===== config.mk =====
export PLATFORM = sky130hd
export DESIGN_NAME = fetch_stage
export DESIGN_NICKNAME = d
export VERILOG_FILES = /design/src/rtl/rv_pkg.sv /design/src/rtl/fetch_fifo.sv /design/src/rtl/fetch_stage.sv
export SDC_FILE = /design/constraint.sdc
export NUM_CORES = 1
export LEC_CHECK = 0
export ABC_AREA = 1
export BUFFER_PORTS_ARGS = -buffer_cell sky130_fd_sc_hd__buf_2
export CORE_MARGIN = 3
export CORE_UTILIZATION = 55
export CTS_CLUSTER_DIAMETER = 60
export DETAILED_ROUTE_END_ITERATION = 7
export GPL_TIMING_DRIVEN = 0
export PLACE_DENSITY = 0.79
export SLEW_MARGIN = 20
export SYNTH_ARGS = -nofsm -noshare
export SYNTH_HDL_FRONTEND = slang
export SYNTH_SLANG_ARGS = --single-unit

===== constraint.sdc =====
create_clock -name clock -period 5.1 [get_ports clock]
set_input_delay 0.765 -clock clock [delete_from_list [all_inputs] [get_ports clock]]
set_output_delay 0.765 -clock clock [all_outputs]
set_load 0.01 [all_outputs]

===== src/rtl/rv_pkg.sv =====
// Shared RV32I front-end definitions: widths, reset PC, canonical NOP and
// the fetch-buffer entry payload used between the IF stage and its buffers.
package rv_pkg;

  localparam int unsigned XLEN   = 32;
  localparam int unsigned INST_W = 32;

  localparam logic [XLEN-1:0]   RESET_PC = 32'h0100_0000;
  localparam logic [INST_W-1:0] NOP_INST = 32'h0000_0013;  // addi x0,x0,0

  // One buffered instruction together with the PC it was fetched from.
  typedef struct packed {
    logic [XLEN-1:0]   pc;
    logic [INST_W-1:0] inst;
  } fetch_entry_t;

  // Force a byte address onto a 32-bit word boundary.
  function automatic logic [XLEN-1:0] word_align(input logic [XLEN-1:0] addr);
    return {addr[XLEN-1:2], 2'b00};
  endfunction

endpackage


===== src/rtl/fetch_fifo.sv =====
// Parameterised synchronous FIFO with flush, used for the fetch entry buffer
// and for the PC tags of outstanding requests.
// Ports:
//   clk, rst_n       clock, async active-low reset
//   push, din        write request and data (accepted when not full, or full with pop)
//   pop              read request (ignored when empty)
//   flush            discard all contents (wins over push/pop)
//   dout             head entry (combinational read)
//   full, empty      occupancy flags
//   count            number of stored entries
module fetch_fifo #(
  parameter int unsigned WIDTH = 64,
  parameter int unsigned DEPTH = 2
) (
  input  logic                     clk,
  input  logic                     rst_n,
  input  logic                     push,
  input  logic                     pop,
  input  logic                     flush,
  input  logic [WIDTH-1:0]         din,
  output logic [WIDTH-1:0]         dout,
  output logic                     full,
  output logic                     empty,
  output logic [$clog2(DEPTH):0]   count
);

  localparam int unsigned AW = $clog2(DEPTH);
  localparam int unsigned CW = AW + 1;

  logic [WIDTH-1:0] mem [DEPTH];
  logic [AW-1:0]    wr_ptr;
  logic [AW-1:0]    rd_ptr;
  logic [CW-1:0]    cnt;
  logic             do_push;
  logic             do_pop;

  // A push into a full FIFO is only legal when the head leaves the same cycle.
  assign do_pop  = pop && !empty;
  assign do_push = push && (!full || do_pop);

  // Pointer and occupancy tracking; pointers wrap naturally (DEPTH is 2^AW).
  always_ff @(posedge clk or negedge rst_n) begin
    if (!rst_n) begin
      wr_ptr <= '0;
      rd_ptr <= '0;
      cnt    <= '0;
    end else if (flush) begin
      wr_ptr <= '0;
      rd_ptr <= '0;
      cnt    <= '0;
    end else begin
      if (do_push) wr_ptr <= wr_ptr + AW'(1);
      if (do_pop)  rd_ptr <= rd_ptr + AW'(1);
      cnt <= cnt + CW'(do_push) - CW'(do_pop);
    end
  end

  // Storage is not reset; the counters define which slots are meaningful.
  always_ff @(posedge clk) begin
    if (do_push) mem[wr_ptr] <= din;
  end

  assign dout  = mem[rd_ptr];
  assign full  = (cnt == CW'(DEPTH));
  assign empty = (cnt == '0);
  assign count = cnt;

  push_when_full: assert property (@(posedge clk) disable iff (!rst_n)
    !(push && full && !pop && !flush));

endmodule


===== src/rtl/fetch_stage.sv =====
// IF stage of the five-stage RV32I pipeline: owns the PC, issues in-order
// instruction-memory requests, buffers returned words and presents one
// instruction per cycle to the IF/ID boundary. Handles decode stalls and EX
// redirects, discarding wrong-path words already in flight.
// Ports:
//   clock, reset_n                      clock, async active-low reset
//   imem_req_valid/ready/addr           fetch request handshake and word address
//   imem_rsp_valid/data                 in-order response word (latency >= 1)
//   redirect_valid, redirect_pc         taken branch/jump from EX (1-cycle pulse)
//   id_stall                            decode cannot accept the head this cycle
//   if_id_valid/inst/pc/pc4             head of the fetch buffer
module fetch_stage #(
  parameter logic [31:0] RESET_PC  = rv_pkg::RESET_PC,
  parameter int unsigned BUF_DEPTH = 2,
  parameter logic [31:0] NOP_INST  = rv_pkg::NOP_INST
) (
  input  logic                     clock,
  input  logic                     reset_n,
  output logic                     imem_req_valid,
  input  logic                     imem_req_ready,
  output logic [rv_pkg::XLEN-1:0]  imem_req_addr,
  input  logic                     imem_rsp_valid,
  input  logic [rv_pkg::INST_W-1:0] imem_rsp_data,
  input  logic                     redirect_valid,
  input  logic [rv_pkg::XLEN-1:0]  redirect_pc,
  input  logic                     id_stall,
  output logic                     if_id_valid,
  output logic [rv_pkg::INST_W-1:0] if_id_inst,
  output logic [rv_pkg::XLEN-1:0]  if_id_pc,
  output logic [rv_pkg::XLEN-1:0]  if_id_pc4
);

  import rv_pkg::*;

  localparam int unsigned CW = $clog2(BUF_DEPTH) + 1;
  localparam int unsigned EW = $bits(fetch_entry_t);

  logic [XLEN-1:0] pc;
  logic [CW-1:0]   outstanding;
  logic [CW-1:0]   drop_cnt;
  logic [CW-1:0]   out_next;
  logic [CW:0]     occupancy;
  logic            req_hs;
  logic            rsp_keep;

  logic            buf_pop;
  logic            buf_full;
  logic            buf_empty;
  logic [CW-1:0]   buf_count;
  fetch_entry_t    buf_din;
  logic [EW-1:0]   buf_dout;
  fetch_entry_t    head;

  logic [XLEN-1:0] tag_pc;
  logic            tag_full;
  logic            tag_empty;
  logic [CW-1:0]   tag_count;

  // Issue cap: words requested but not returned plus words buffered never
  // exceed the buffer depth, so every kept response has a free slot.
  assign occupancy      = {1'b0, outstanding} + {1'b0, buf_count};
  assign imem_req_valid = reset_n && !redirect_valid && (occupancy < (CW+1)'(BUF_DEPTH));
  assign imem_req_addr  = pc;
  assign req_hs         = imem_req_valid && imem_req_ready;

  // Responses owed to a squashed path are swallowed until drop_cnt drains;
  // anything arriving in the redirect cycle itself is also wrong-path.
  assign rsp_keep = imem_rsp_valid && !redirect_valid && (drop_cnt == '0);
  assign out_next = outstanding + CW'(req_hs) - CW'(imem_rsp_valid);

  assign buf_din = '{pc: tag_pc, inst: imem_rsp_data};
  assign buf_pop = if_id_valid && !id_stall;

  // PC and request bookkeeping.
  always_ff @(posedge clock or negedge reset_n) begin
    if (!reset_n) begin
      pc          <= RESET_PC;
      outstanding <= '0;
      drop_cnt    <= '0;
    end else begin
      outstanding <= out_next;
      if (redirect_valid) begin
        pc       <= word_align(redirect_pc);
        drop_cnt <= out_next;
      end else begin
        if (req_hs) pc <= pc + 32'd4;
        if (imem_rsp_valid && (drop_cnt != '0)) drop_cnt <= drop_cnt - CW'(1);
      end
    end
  end

  // PC tags of live (not yet dropped) requests, in issue order.
  fetch_fifo #(.WIDTH(XLEN), .DEPTH(BUF_DEPTH)) u_tag_fifo (
    .clk   (clock),
    .rst_n (reset_n),
    .push  (req_hs),
    .pop   (rsp_keep),
    .flush (redirect_valid),
    .din   (pc),
    .dout  (tag_pc),
    .full  (tag_full),
    .empty (tag_empty),
    .count (tag_count)
  );

  // Instruction buffer feeding the IF/ID boundary.
  fetch_fifo #(.WIDTH(EW), .DEPTH(BUF_DEPTH)) u_entry_fifo (
    .clk   (clock),
    .rst_n (reset_n),
    .push  (rsp_keep),
    .pop   (buf_pop),
    .flush (redirect_valid),
    .din   (buf_din),
    .dout  (buf_dout),
    .full  (buf_full),
    .empty (buf_empty),
    .count (buf_count)
  );

  assign head        = fetch_entry_t'(buf_dout);
  assign if_id_valid = !buf_empty;
  assign if_id_inst  = if_id_valid ? head.inst : NOP_INST;
  assign if_id_pc    = if_id_valid ? head.pc : '0;
  assign if_id_pc4   = if_id_valid ? (head.pc + 32'd4) : '0;

  drop_le_outstanding: assert property (@(posedge clock) disable iff (!reset_n)
    drop_cnt <= outstanding);
  tags_match_live: assert property (@(posedge clock) disable iff (!reset_n)
    tag_count == (outstanding - drop_cnt));
  tag_no_underflow: assert property (@(posedge clock) disable iff (!reset_n)
    !(rsp_keep && tag_empty));
  tag_no_overflow: assert property (@(posedge clock) disable iff (!reset_n)
    !(req_hs && tag_full));
  buf_no_overflow: assert property (@(posedge clock) disable iff (!reset_n)
    !(rsp_keep && buf_full && !buf_pop));

endmodule


### Word-level counts from Yosys, hierarchy flattened

Memories as Yosys holds them, arrays and structs flattened.
Index checks and enable logic that the tools add are counted.

* muxes and demuxes: 21
* $add $sub $neg: 14
* eq/ne operators: 2
* $lt $le $gt $ge: 1
* reduce and logical (&&, ||, !) cells: 29

Operators by type and width (number)
* $mux 32: 5
* $add 32x3->32 const B: 2
* $reduce_bool 2->1: 7
* $mux 1: 12
* $logic_and 1x1->1: 11
* $mux 2: 4
* $add 2x1->2: 3
* $logic_not 1->1: 6
* $logic_not 2->1: 3
* $sub 2x1->2: 3
* $add 1x1->1 const B: 4
* $eq 2x2->1 const B: 2
* $add 2x2->3: 1
* $lt 3x2->1 const B: 1
* $logic_or 1x1->1: 2
* $sub 2x1->2 const B: 1

* bits in writable memories: 192
* logic and storage cells: 78
* memories kept: 2
* flip-flop bits (word level): 44
* bits of input ports: 70
* output and inout port bits: 130

Memories
* u_entry_fifo.mem: depth 2, bits a word 64, rd ports 1, clocked after memory_dff 0, wr ports 1, RTL line fetch_fifo.sv:30 `logic [WIDTH-1:0] mem [DEPTH];`
* u_tag_fifo.mem: depth 2, bits a word 32, rd ports 1, clocked after memory_dff 0, wr ports 1, RTL line fetch_fifo.sv:30

### Depth between registers and ports, before layout

Gate-level depths: netlist of run 1.

* depth after elaboration: 9
* gate-level depth with buffers: 15
* depth with buffers taken out: 14

### Modules after synthesis

A second synthesis of run 1 with hierarchy kept.

* cell total of the unflattened synthesis: 1318
* area total of the unflattened synthesis: 11576.1 um^2

Modules (own cells, without submodules)
* fetch_fifo at u_entry_fifo: cells an instance 371, seq. area each 3943.8 um^2, area an instance 4946.0 um^2, times used 1
* fetch_stage: cells an instance 741, seq. area each 852.1 um^2, area an instance 4031.4 um^2, times used 1
* fetch_fifo at u_tag_fifo: cells an instance 206, seq. area each 2021.9 um^2, area an instance 2598.7 um^2, times used 1

### Worst setup path after synthesis of run 1

OpenSTA, ideal clock, no wires.

* path type: input to register
* start: input port redirect_valid
* end: memory u_entry_fifo.mem[1][0] (enable)
* slack: 0.513 ns
* arrival: 4.104 ns
* stages on the path: 7
* path buffers: 2
* required time: 4.617 ns
* library setup time: 0.483 ns
* path through: buf_2 inv_2 clkbuf_1 nand3_1 inv_1 nand2_1 nor2_1

* word-level cells in the longest chain between the ends: 6

Ends and longest elaborated chain
* start, declared: RTL line fetch_stage.sv:24 `input logic redirect_valid,`
* $logic_not 1->1: RTL line fetch_stage.sv:68 `assign rsp_keep = imem_rsp_valid && !redirect_valid && (drop_cnt == '0);`
* $logic_and 1x1->1 (2 in a row): RTL line fetch_stage.sv:68
* $logic_and 1x1->1: RTL line fetch_fifo.sv:39 `assign do_push = push && (!full || do_pop);`
* $mux 1: RTL line fetch_fifo.sv:60 `if (do_push) mem[wr_ptr] <= din;`
* $mux 1 (not written as such): RTL line fetch_fifo.sv:60
* end, declared: RTL line fetch_fifo.sv:30

No other way between the ends.

### Worst setup path after layout of run 1

* start: register u_entry_fifo.cnt[1] (netlist: u_entry_fifo.count[1])
* end: output port if_id_inst[3] (netlist bit)

* word-level cells in the longest chain between the ends: 2

Ends and longest elaborated chain
* start, declared: RTL line fetch_fifo.sv:33 `logic [CW-1:0] cnt;`
* start signal, assigned: RTL line fetch_fifo.sv:54 `cnt <= cnt + CW'(do_push) - CW'(do_pop);`
* $logic_not 2->1: RTL line fetch_fifo.sv:65 `assign empty = (cnt == '0);`
* $mux 32: RTL line fetch_stage.sv:122 `assign if_id_inst = if_id_valid ? head.inst : NOP_INST;`
* end, declared: RTL line fetch_stage.sv:28 `output logic [rv_pkg::INST_W-1:0] if_id_inst,`

No other way between the ends.

==> results.sh, run 1 <==
export IMPL_hold_viol=0
export IMPL_dp_slack_ps=1080
export IMPL_drtAntennaViolNets=0
export IMPL_coreArea_um2=19100
export IMPL_h_tree_depth=1
export IMPL_root_buffer="clkbuf_16"
export IMPL_syn_cell_area_um2=10900
export IMPL_synth_xor_area_frac=0.0185
export IMPL_path_cells="nor2_1, clkbuf_1, buf_1, a21oi_1, buf_2"
export IMPL_insertion_delay_ps=500
export IMPL_overflow=0
export IMPL_ys_ff_latch=226
export IMPL_cts_path_max_buffers=3
export IMPL_grt_pass1_vias=8150
export IMPL_cp_required_ps=4340
export IMPL_tightest_slew_ps=708
export IMPL_async_reset_ff_frac=0.186
export IMPL_drt_total_wl_mm=25.1
export IMPL_post_route_drc_count=0
export IMPL_path_clk_slew_ps=60
export IMPL_power_density_nw_per_um2=443
export IMPL_yosys_area_top_type="edfxtp_1"
export IMPL_clock_skew_ps=8.84
export IMPL_end_kind="output pin"
export IMPL_cp_start_kind="register"
export IMPL_layout_drive_gt1_share=0.208
export IMPL_dieHeight_um=147
export IMPL_synth_compound_gate_area_share=0.0566
export IMPL_avgSynthCellArea_um2=9.34
export IMPL_critPathArrivalTime_ps=2830
export IMPL_cts_hold_buffers_added=0
export IMPL_hpwlAfterDp_mm=18.2
export IMPL_ys_seq_area_frac=0.605
export IMPL_placedCellCount=1625
export IMPL_setup_viol=0
export IMPL_gp_congestion=0.904
export IMPL_diodes=0
export IMPL_crit_type="reg2out"
export IMPL_nets=1470
export IMPL_synth_top_family_by_area="simple AND/OR/NAND/NOR gates"
export IMPL_pin_count=200
export IMPL_max_freq_ghz=0.278
export IMPL_start_util=0.570
export IMPL_grt_setup_unrepaired="false"
export IMPL_tns_ps=0
export IMPL_ctsResizeCount=0
export IMPL_wl_per_cell_um=15.1
export IMPL_yosysWarnings=0
export IMPL_maxCapViolCount=0
export IMPL_timing_final_crit_share=0.704
export IMPL_cts_buffers=23
export IMPL_synth_mux_area_frac=0
export IMPL_fin_ws_ps=1510
export IMPL_status="finished, final reports clean"
export IMPL_dieArea_um2=21500
export IMPL_synth_edff_count=184
export IMPL_peakVddDrop_uv=248
export IMPL_drv_slew=0
export IMPL_io_buffers=190
export IMPL_grt_max_degree=44
export IMPL_hold_worst_slack_ps=260
export IMPL_mostFrequentLayoutCells="391 x nand2_1, 195 x buf_2, 184 x edfxtp_1"
export IMPL_yosys_area_share_simple=0.239
export IMPL_p_leak_nw=5.81
export IMPL_final_cells=1666
export IMPL_cts_sinks=226
export IMPL_cp_slowest_cell="nor2_1"
export IMPL_rows=50
export IMPL_vias_per_cell=5.13
export IMPL_maxSlewHeadroom=0.526
export IMPL_hold_path_class="in2async"
export IMPL_synth_main_ff_cell="edfxtp_1"
export IMPL_synthTopCellsByArea="edfxtp_1 51%, nand2_1 13%, dfrtp_1 9.4%"
export IMPL_slowest_delay_ps=570
export IMPL_p_total_mw=5.77
export IMPL_post_cts_buffers=0
export IMPL_final_common_cell="nand2_1"
export IMPL_grt_use_total=0.230
export IMPL_syn_inst=1164
export IMPL_antenna_found_initial=0
export IMPL_firstDrtPassIters=5
export IMPL_num_vias=8550
export IMPL_path_max_fanout=10
export IMPL_drt_iter0_drc=513
export IMPL_min_period_ps=3590
export IMPL_synth_fa_ha_area_frac=0.0122
export IMPL_synth_top_cell_area_share=0.508
export IMPL_cts_tree="built"
export IMPL_die_x_um=147
export IMPL_grt_pass1_wl_mm=40.2
export IMPL_areaGrowthSynthToFinish_pct=19.8
export IMPL_ys_types=39
==> cells by family (layout without fill, tap and decap cells) <==
family / count (synthesis) / after routing
buffers and inverters: 171 / 408
AOI/OAI and AO/OA: 107 / 107
other: 1 / 6
xor gates and xnor gates: 23 / 23
adders and majority gates: 10 / 10
and+or+nand+nor: 626 / 626
DFF: 226 / 226
==> cell type report <==
class	instances	area (um^2)
Tap cell	260	325
Clock inverter	11	82.6
Clock buffer	30	612
Fill cell	1448	6050
Buffer	46	272
Sequential cell	226	6580
Timing Repair Buffer	196	1090
Inverter	125	472
Multi-Input combinational cell	772	3600
==> worst max-delay path: cells and delay by family, from the launching register on <==
family | cells | cell delay, ps
flops | 1 | 450
buf+inv | 3 | 1180
simple gates | 1 | 570
compound gates | 1 | 120
==> sequential cells by signal, indices dropped and copies added (netlist names), 2 cells and up <==
signal,flops
u_entry_fifo.mem,124
u_entry_fifo.count,2
outstanding,2
imem_req_addr,30
u_tag_fifo.count,2
drop_cnt,2
u_tag_fifo.mem,60
==> path summary, 6_finish.rpt <==
| kind | startpoint | slack (ps) | depth (start not counted) | to |
|---|---|---|---|---|
| max in group asynchronous | reset_n | 4440 | 1 | u_entry_fifo.count[1] |
| min in group clock | imem_rsp_data[7] | 460 | 1 | u_entry_fifo.mem[0][7] |
| worst min register to register | u_tag_fifo.mem[0][9] | 530 | 2 | u_entry_fifo.mem[1][41] |
| worst max register to register | u_entry_fifo.count[0] | 1670 | 15 | drop_cnt[1] |
| worst min-delay path | reset_n | 260 | 1 | drop_cnt[0] |
| worst max-delay path | u_entry_fifo.count[1] | 1510 | 5 | if_id_inst[3] |
==> metal layers <==
layer | GRT usage | vias up | part of all wire | wire length (um)
li1 | - | 4244 | - | -
met1 | 0.311 | 3895 | 0.43 | 10700
met2 | 0.391 | 365 | 0.48 | 12000
met3 | 0.0341 | 46 | 0.070 | 1760
met4 | 0.0630 | 0 | 0.022 | 548
met5 | 0 | - | 0 | 0
==> power by group <==
group | internal [mW] | leakage, nW | switching, mW | total (mW)
sequential | 2.19 | 2.18 | 0.155 | 2.35
clock | 0.896 | 0.340 | 0.648 | 1.54
combinational | 0.644 | 3.29 | 1.24 | 1.88
==> metrics by stage <==
| step | cell area, um^2 | util |
|---|---|---|
| after floorplan | 10900 | - |
| after global placement | 12200 | 0.638 |
| after detailed placement | 12300 | 0.646 |
| after CTS | 13000 | 0.683 |
| after global routing | 13000 | 0.683 |
| final | 13000 | 0.683 |
==> cell usage after synthesis (all sizes together), types with 12 or more instances <==
| master | number |
|---|---|
| nand2 | 406 |
| edfxtp | 184 |
| nor2 | 128 |
| inv | 123 |
| nand3 | 70 |
| a21oi | 46 |
| dfrtp | 41 |
| o21ai | 39 |
| buf | 29 |
| clkbuf | 17 |
| xor2 | 13 |
| o211ai | 12 |
Power figures use the tool's default switching activity.
==> run 2: changes to the inputs <==
--- a/config.mk
+++ b/config.mk
@@ -5,14 +5,14 @@
 export SDC_FILE = /design/constraint.sdc
 export NUM_CORES = 1
 export LEC_CHECK = 0
-export ABC_AREA = 1
+export ABC_AREA = 0
 export BUFFER_PORTS_ARGS = -buffer_cell sky130_fd_sc_hd__buf_2
 export CORE_MARGIN = 3
-export CORE_UTILIZATION = 55
+export CORE_UTILIZATION = 50
 export CTS_CLUSTER_DIAMETER = 60
 export DETAILED_ROUTE_END_ITERATION = 7
 export GPL_TIMING_DRIVEN = 0
-export PLACE_DENSITY = 0.79
+export PLACE_DENSITY = 0.76
 export SLEW_MARGIN = 20
 export SYNTH_ARGS = -nofsm -noshare
 export SYNTH_HDL_FRONTEND = slang
==> constraint.sdc (replaced) <==
create_clock -name clock -period 3.22 [get_ports clock]
set_input_delay 0.483 -clock clock [delete_from_list [all_inputs] [get_ports clock]]
set_output_delay 0.483 -clock clock [all_outputs]
set_load 0.01 [all_outputs]
==> run 2 against run 1 <==
Synthesized cell count down 31%. Critical path type unchanged. Clock power up 84%. Critical endpoint is now if_id_pc4[24]. Highest routed layer unchanged. Combinational power up 47%. The run now ends with negative setup slack left.
==> results.sh, run 2 <==
export IMPL_synth_top_cell_area_share=0.533
export IMPL_firstDrtPassIters=6
export IMPL_post_route_util=0.657
export IMPL_cts_tree="built"
export IMPL_gp_congestion=0.883
export IMPL_path_cells="buf_8, buf_8, buf_12, buf_12, mux2_4, ha_4, inv_4, nor4_4, buf_4, nand4_4, a211oi_2, mux2_4, buf_6"
export IMPL_ys_seq_area_frac=0.634
export IMPL_dieArea_um2=22500
export IMPL_status="finished with violations"
export IMPL_path_max_fanout=6
export IMPL_grt_setup_unrepaired="true"
export IMPL_async_reset_ff_frac=0.186
export IMPL_hold_path_class="in2reg"
export IMPL_cts_buffers=24
export IMPL_ys_ff_latch=226
export IMPL_r2r_start="u_entry_fifo.count[0]"
export IMPL_timing_final_crit_share=1.08
export IMPL_antenna_found_initial=0
export IMPL_io_buffers=191
export IMPL_holdPathEnd="u_entry_fifo.mem[0][24]"
export IMPL_critPathArrivalTime_ps=2980
export IMPL_yosys_area_top_type="edfxtp_1"
export IMPL_layout_drive_gt1_share=0.352
export IMPL_drtAntennaViolNets=0
export IMPL_min_period_ps=3460
export IMPL_grt_max_degree=44
export IMPL_tightest_slew_ps=1020
export IMPL_path_clk_slew_ps=60
export IMPL_yosysMostFrequentCell="edfxtp_1"
export IMPL_h_tree_depth=1
export IMPL_synthTopCellsByCount="184 x edfxtp_1, 92 x nor2_1, 58 x mux2i_1, 58 x nand2_1, 41 x dfrtp_1"
export IMPL_cp_required_ps=2740
export IMPL_drt_total_wl_mm=27.1
export IMPL_synth_main_ff_cell="edfxtp_1"
export IMPL_ys_types=64
export IMPL_synthTopCellsByArea="edfxtp_1 53%, dfrtp_1 9.9%, mux2i_1 5.6%"
export IMPL_stdcell_area_um2=13300
export IMPL_diodes=0
export IMPL_top_register="u_entry_fifo.mem"
export IMPL_cts_path_max_buffers=3
export IMPL_crit_type="reg2out"
export IMPL_p_leak_nw=5.16
export IMPL_avgSynthCellArea_um2=13.0
export IMPL_ff2ff_setup_slack_ps=100
export IMPL_hold_worst_slack_ps=166
export IMPL_min_from="imem_rsp_data[24]"
export IMPL_dieHeight_um=150
export IMPL_power_density_nw_per_um2=697
export IMPL_coreArea_um2=20300
export IMPL_start_util=0.511
export IMPL_hold_viol=0
export IMPL_largest_register_ffs=124
export IMPL_final_common_cell="buf_2"
export IMPL_violations="negative setup slack"
export IMPL_fin_ws_ps=-243
export IMPL_multi_input_area_um2=3800
export IMPL_yosysWarnings=0
export IMPL_final_cells=1352
export IMPL_grt_use_total=0.231
export IMPL_syn_inst=799
export IMPL_cts_sinks=226
export IMPL_die_x_um=150
export IMPL_drv_slew=0
export IMPL_p_total_mw=9.30
export IMPL_post_route_drc_count=0
export IMPL_dpl_cell_area_um2=11800
export IMPL_areaGrowthSynthToFinish_pct=28.7
export IMPL_mostFrequentLayoutCells="192 x buf_2, 184 x edfxtp_1, 90 x nor2_1"
export IMPL_end_kind="output pin"
export IMPL_cp_start_kind="register"
export IMPL_grt_pass1_vias=7388
export IMPL_hpwlAfterDp_mm=18.4
export IMPL_grt_pass1_wl_mm=40.5
export IMPL_wl_per_cell_um=20.0
export IMPL_peakVddDrop_uv=381
export IMPL_rows=52
export IMPL_pin_count=200
export IMPL_hold_path_depth=1
export IMPL_timing_rr_end="drop_cnt[1]"
export IMPL_maxSlewHeadroom=0.303
export IMPL_vias_per_cell=5.75
export IMPL_syn_cell_area_um2=10400
export IMPL_overflow=0
export IMPL_max_freq_ghz=0.289
export IMPL_clock_skew_ps=10.4
export IMPL_maxCapViolCount=0
export IMPL_cp_slowest_cell="dfrtp_1"
export IMPL_insertion_delay_ps=510
export IMPL_fillers=1492
export IMPL_seqCellArea_um2=6580
export IMPL_synth_edff_count=184
export IMPL_rr_worst_depth=14
export IMPL_num_vias=7770
export IMPL_slowest_delay_ps=420
export IMPL_placedCellCount=1269
export IMPL_nets=1144
export IMPL_root_buffer="clkbuf_16"
export IMPL_drt_iter0_drc=615
export IMPL_setup_viol=19
-- run 2: cell types whose count changed in the layout (fill, tap and decap cells not counted), sizes merged, moves of 12 or more --
cell / change
o21ai: -16
nand3: -29
mux2: +41
and2: +12
nand2: -348
nor2: -34
inv: -107
a21oi: -32
mux2i: +59
buf: +28
-- run 2: routing by layer --
metal / vias up / routed length, um / track usage
li1: 3542 / - / -
met1: 3670 / 10800 / 0.308
met2: 471 / 12800 / 0.389
met3: 87 / 2580 / 0.0391
met4: 0 / 937 / 0.0718
met5: - / 0 / 0
-- run 2: stage by stage --
step,worst slack [ps],TNS (ps)
4_1_cts,-373,-3320
5_1_grt,-353,-5430
2_1_floorplan,33.4,0
6_report,-243,-3530
3_3_place_gp,-1200,-140340
3_5_place_dp,-718,-39410
-- run 2: critical path: cells and delay by family, from the launching register on --
kind,cells,cell delay (ps)
buffers and inverters,7,830
multiplexers,2,550
flip-flops,1,420
AND/OR/NAND/NOR,2,280
AO/OA/AOI/OAI,1,240
adder cells (fa/ha/maj),1,150
-- run 2: worst max path at each step --
stage / startpoint / endpoint / slack (ps)
2_1_floorplan: u_entry_fifo.rd_ptr / if_id_pc4[26] / 30
3_5_place_dp: u_entry_fifo.rd_ptr / if_id_pc4[24] / -720
3_3_place_gp: redirect_valid / u_entry_fifo.mem[1][12] / -1200
5_1_grt: u_entry_fifo.rd_ptr / if_id_pc4[20] / -350
6_report: u_entry_fifo.rd_ptr / if_id_pc4[24] / -240
4_1_cts: u_entry_fifo.rd_ptr / if_id_pc4[24] / -370
-- run 2: timing repair --
item	CTS	global route
gates cloned	2	1
buffers inserted	24	10
hold buffers	0	2
pin swaps	17	17
endpoints found under the setup margin	112	59
gates resized for setup	53	42
endpoints found under the hold margin	0	19
-- run 2: layout make-up --
class / instances / share of cell area
Tap cell: 270 / 0.0253
Timing Repair Buffer: 233 / 0.108
Clock buffer: 35 / 0.0527
Inverter: 17 / 0.00516
Buffer: 42 / 0.0208
Sequential cell: 226 / 0.493
Multi-Input combinational cell: 520 / 0.285
Clock inverter: 9 / 0.00947
-- run 2: cells by family after synthesis --
kind of cell,count (synthesis),share of synthesized area
simple gates,279,0.135
compound gates,99,0.0678
flops,226,0.634
xor+xnor,24,0.0203
fa+ha+maj,10,0.0128
other cells,1,0.000362
mux,100,0.102
buf+inv,60,0.0270
-- run 2: power breakdown --
group          switching [mW]  internal (mW)
Combinational            1.61           1.16
Clock                    1.08           1.75
Sequential              0.224           3.48
==> run 3: changes to the inputs <==
--- a/config.mk
+++ b/config.mk
@@ -16,4 +16,5 @@
 export SLEW_MARGIN = 20
 export SYNTH_ARGS = -nofsm -noshare
 export SYNTH_HDL_FRONTEND = slang
+export SYNTH_HIERARCHICAL = 1
 export SYNTH_SLANG_ARGS = --single-unit
==> run 3 against run 2 <==
The flow finishes with violations (negative hold slack, negative setup slack). Routed wire length down 8.2%. Sequential power about the same. Clock skew up 2.8 ps. Maximum frequency up 7.2%. Final cell count down 2.5%. Design area up 0.52%. Critical path depth down 3. Highest routed layer unchanged. First-iteration DRC count down 27%. Sequential share of layout area up 1.5 points.
==> results.sh, run 3 <==
export IMPL_status="finished with violations"
export IMPL_violations="negative hold slack, negative setup slack"
export IMPL_setup_worst_path_start="u_entry_fifo/rd_ptr"
export IMPL_io_buffers=195
export IMPL_peakVddDrop_uv=379
export IMPL_cts_sinks=234
export IMPL_setup_viol=1
export IMPL_grt_pass1_vias=6920
export IMPL_overflow=0
export IMPL_antenna_found_initial=0
export IMPL_drt_iter0_drc=449
export IMPL_grt_setup_unrepaired="true"
export IMPL_path_clk_slew_ps=60
export IMPL_cts_tree="built"
export IMPL_vias_per_cell=5.47
export IMPL_drt_total_wl_mm=24.9
export IMPL_tightest_slew_ps=769
export IMPL_p_total_mw=7.29
export IMPL_dieHeight_um=152
export IMPL_largest_register_ffs=128
export IMPL_hold_worst_slack_ps=-23.5
export IMPL_fillers=1492
export IMPL_maxCapViolCount=0
export IMPL_tns_ps=-11.6
export IMPL_power_density_nw_per_um2=544
export IMPL_insertion_delay_ps=510
export IMPL_clock_skew_ps=13.2
export IMPL_r2r_start="u_entry_fifo/count[0]"
export IMPL_pin_count=200
export IMPL_crit_type="reg2out"
export IMPL_avgSynthCellArea_um2=13.7
export IMPL_layout_drive_gt1_share=0.365
export IMPL_p_leak_nw=5.20
export IMPL_firstDrtPassIters=5
export IMPL_cp_required_ps=2740
export IMPL_grt_use_total=0.206
export IMPL_crit_path_frequent_cell="buf_8"
export IMPL_max_freq_ghz=0.309
export IMPL_rr_worst_depth=12
export IMPL_wl_per_cell_um=18.9
export IMPL_root_buffer="clkbuf_16"
export IMPL_drtAntennaViolNets=0
export IMPL_coreArea_um2=20600
export IMPL_yosysWarnings=6
export IMPL_hold_path_class="in2async"
export IMPL_grt_max_degree=44
export IMPL_syn_cell_area_um2=10600
export IMPL_cp_slowest_cell="dfrtp_1"
export IMPL_num_vias=7214
export IMPL_post_route_util=0.652
export IMPL_hold_viol=24
export IMPL_fin_ws_ps=-11.6
export IMPL_cts_buffers=24
export IMPL_min_period_ps=3230
export IMPL_path_max_fanout=10
export IMPL_mostFrequentLayoutCells="198 x buf_2, 192 x edfxtp_1, 68 x nor2b_1"
export IMPL_nets=1110
export IMPL_drv_slew=0
export IMPL_h_tree_depth=1
export IMPL_gp_congestion=0.866
export IMPL_final_cells=1318
export IMPL_top_register="u_entry_fifo/mem"
export IMPL_die_x_um=152
export IMPL_cp_start_kind="register"
export IMPL_hpwlAfterDp_mm=16.7
export IMPL_grt_pass1_wl_mm=37.1
export IMPL_post_route_drc_count=0
export IMPL_cts_path_max_buffers=3
export IMPL_start_util=0.516
export IMPL_timing_final_crit_share=1.00
export IMPL_placedCellCount=1250
export IMPL_slowest_delay_ps=400
export IMPL_areaGrowthSynthToFinish_pct=26.3
export IMPL_critPathArrivalTime_ps=2750
export IMPL_end_kind="output pin"
export IMPL_dieArea_um2=23000
export IMPL_diodes=0
export IMPL_maxSlewHeadroom=0.483
export IMPL_cts_hold_buffers_added=0
export IMPL_path_cells="buf_8, buf_12, buf_8, mux2_2, and4_2, and4_1, nand3_1, nor3_1, a21o_1, buf_2"
export IMPL_final_common_cell="buf_2"
export IMPL_rows=52
export IMPL_syn_inst=775
-- run 3: power breakdown --
group	switching (mW)	total [mW]	internal [mW]	leakage (nW)
clock	1.08	2.76	1.67	0.388
combinational	0.469	0.849	0.380	2.55
sequential	0.162	3.69	3.52	2.26
total	1.71	7.29	5.58	5.20
-- run 3: repair_timing --
action                                  4_1_cts  5_1_grt
pin swaps                                    10       12
setup buffers                                12       11
gates cloned                                  2        3
gates resized for setup                      21       49
endpoints found under the setup margin      252       33
-- run 3: stage by stage --
stage	hold WS, ps	setup WS, ps	instance area [um^2]
final	-23.5	-11.6	13400
after global routing	6.16	-77.7	13400
after CTS	143	-9.66	13100
after detailed placement	523	-717	12100
after global placement	519	-1900	12000
after floorplan	187	-283	10700
-- run 3: cell type report --
cell class | count | area, um^2 | area share
sequential | 234 | 6820 | 0.509
multi-input combinational | 504 | 3810 | 0.284
timing repair buffer | 225 | 1390 | 0.104
clock buffer | 31 | 658 | 0.0491
tap | 270 | 338 | 0.0252
buffer | 33 | 224 | 0.0167
clock inverter | 11 | 126 | 0.00942
inverter | 10 | 41.3 | 0.00308
-- run 3: routing by layer --
metal	GRT usage	vias to the layer above	routed length, um	share of wire
met5	0	-	0	0
met4	0.0539	0	454	0.018
met3	0.0419	35	2040	0.082
met2	0.338	274	11800	0.48
met1	0.284	3503	10500	0.42
li1	-	3402	-	-
-- run 3: path summary, 6_finish.rpt --
path | to | slack (ps)
worst min register to register | outstanding[0] | 530
max in group asynchronous | u_entry_fifo/count[0] | 2820
min in group clock | u_entry_fifo/mem[0][3] | 160
worst min-delay path | drop_cnt[1] | -20
worst max register to register | u_tag_fifo/count[1] | 220
worst max-delay path | if_id_pc4[30] | -10
-- run 3: worst max-delay path, delay by kind of cell (launching register included) --
family,cells,cell delay (ps)
buffers and inverters,4,550
muxes,1,260
DFF,1,400
and+or+nand+nor,4,890
AOI/OAI and AO/OA,1,140
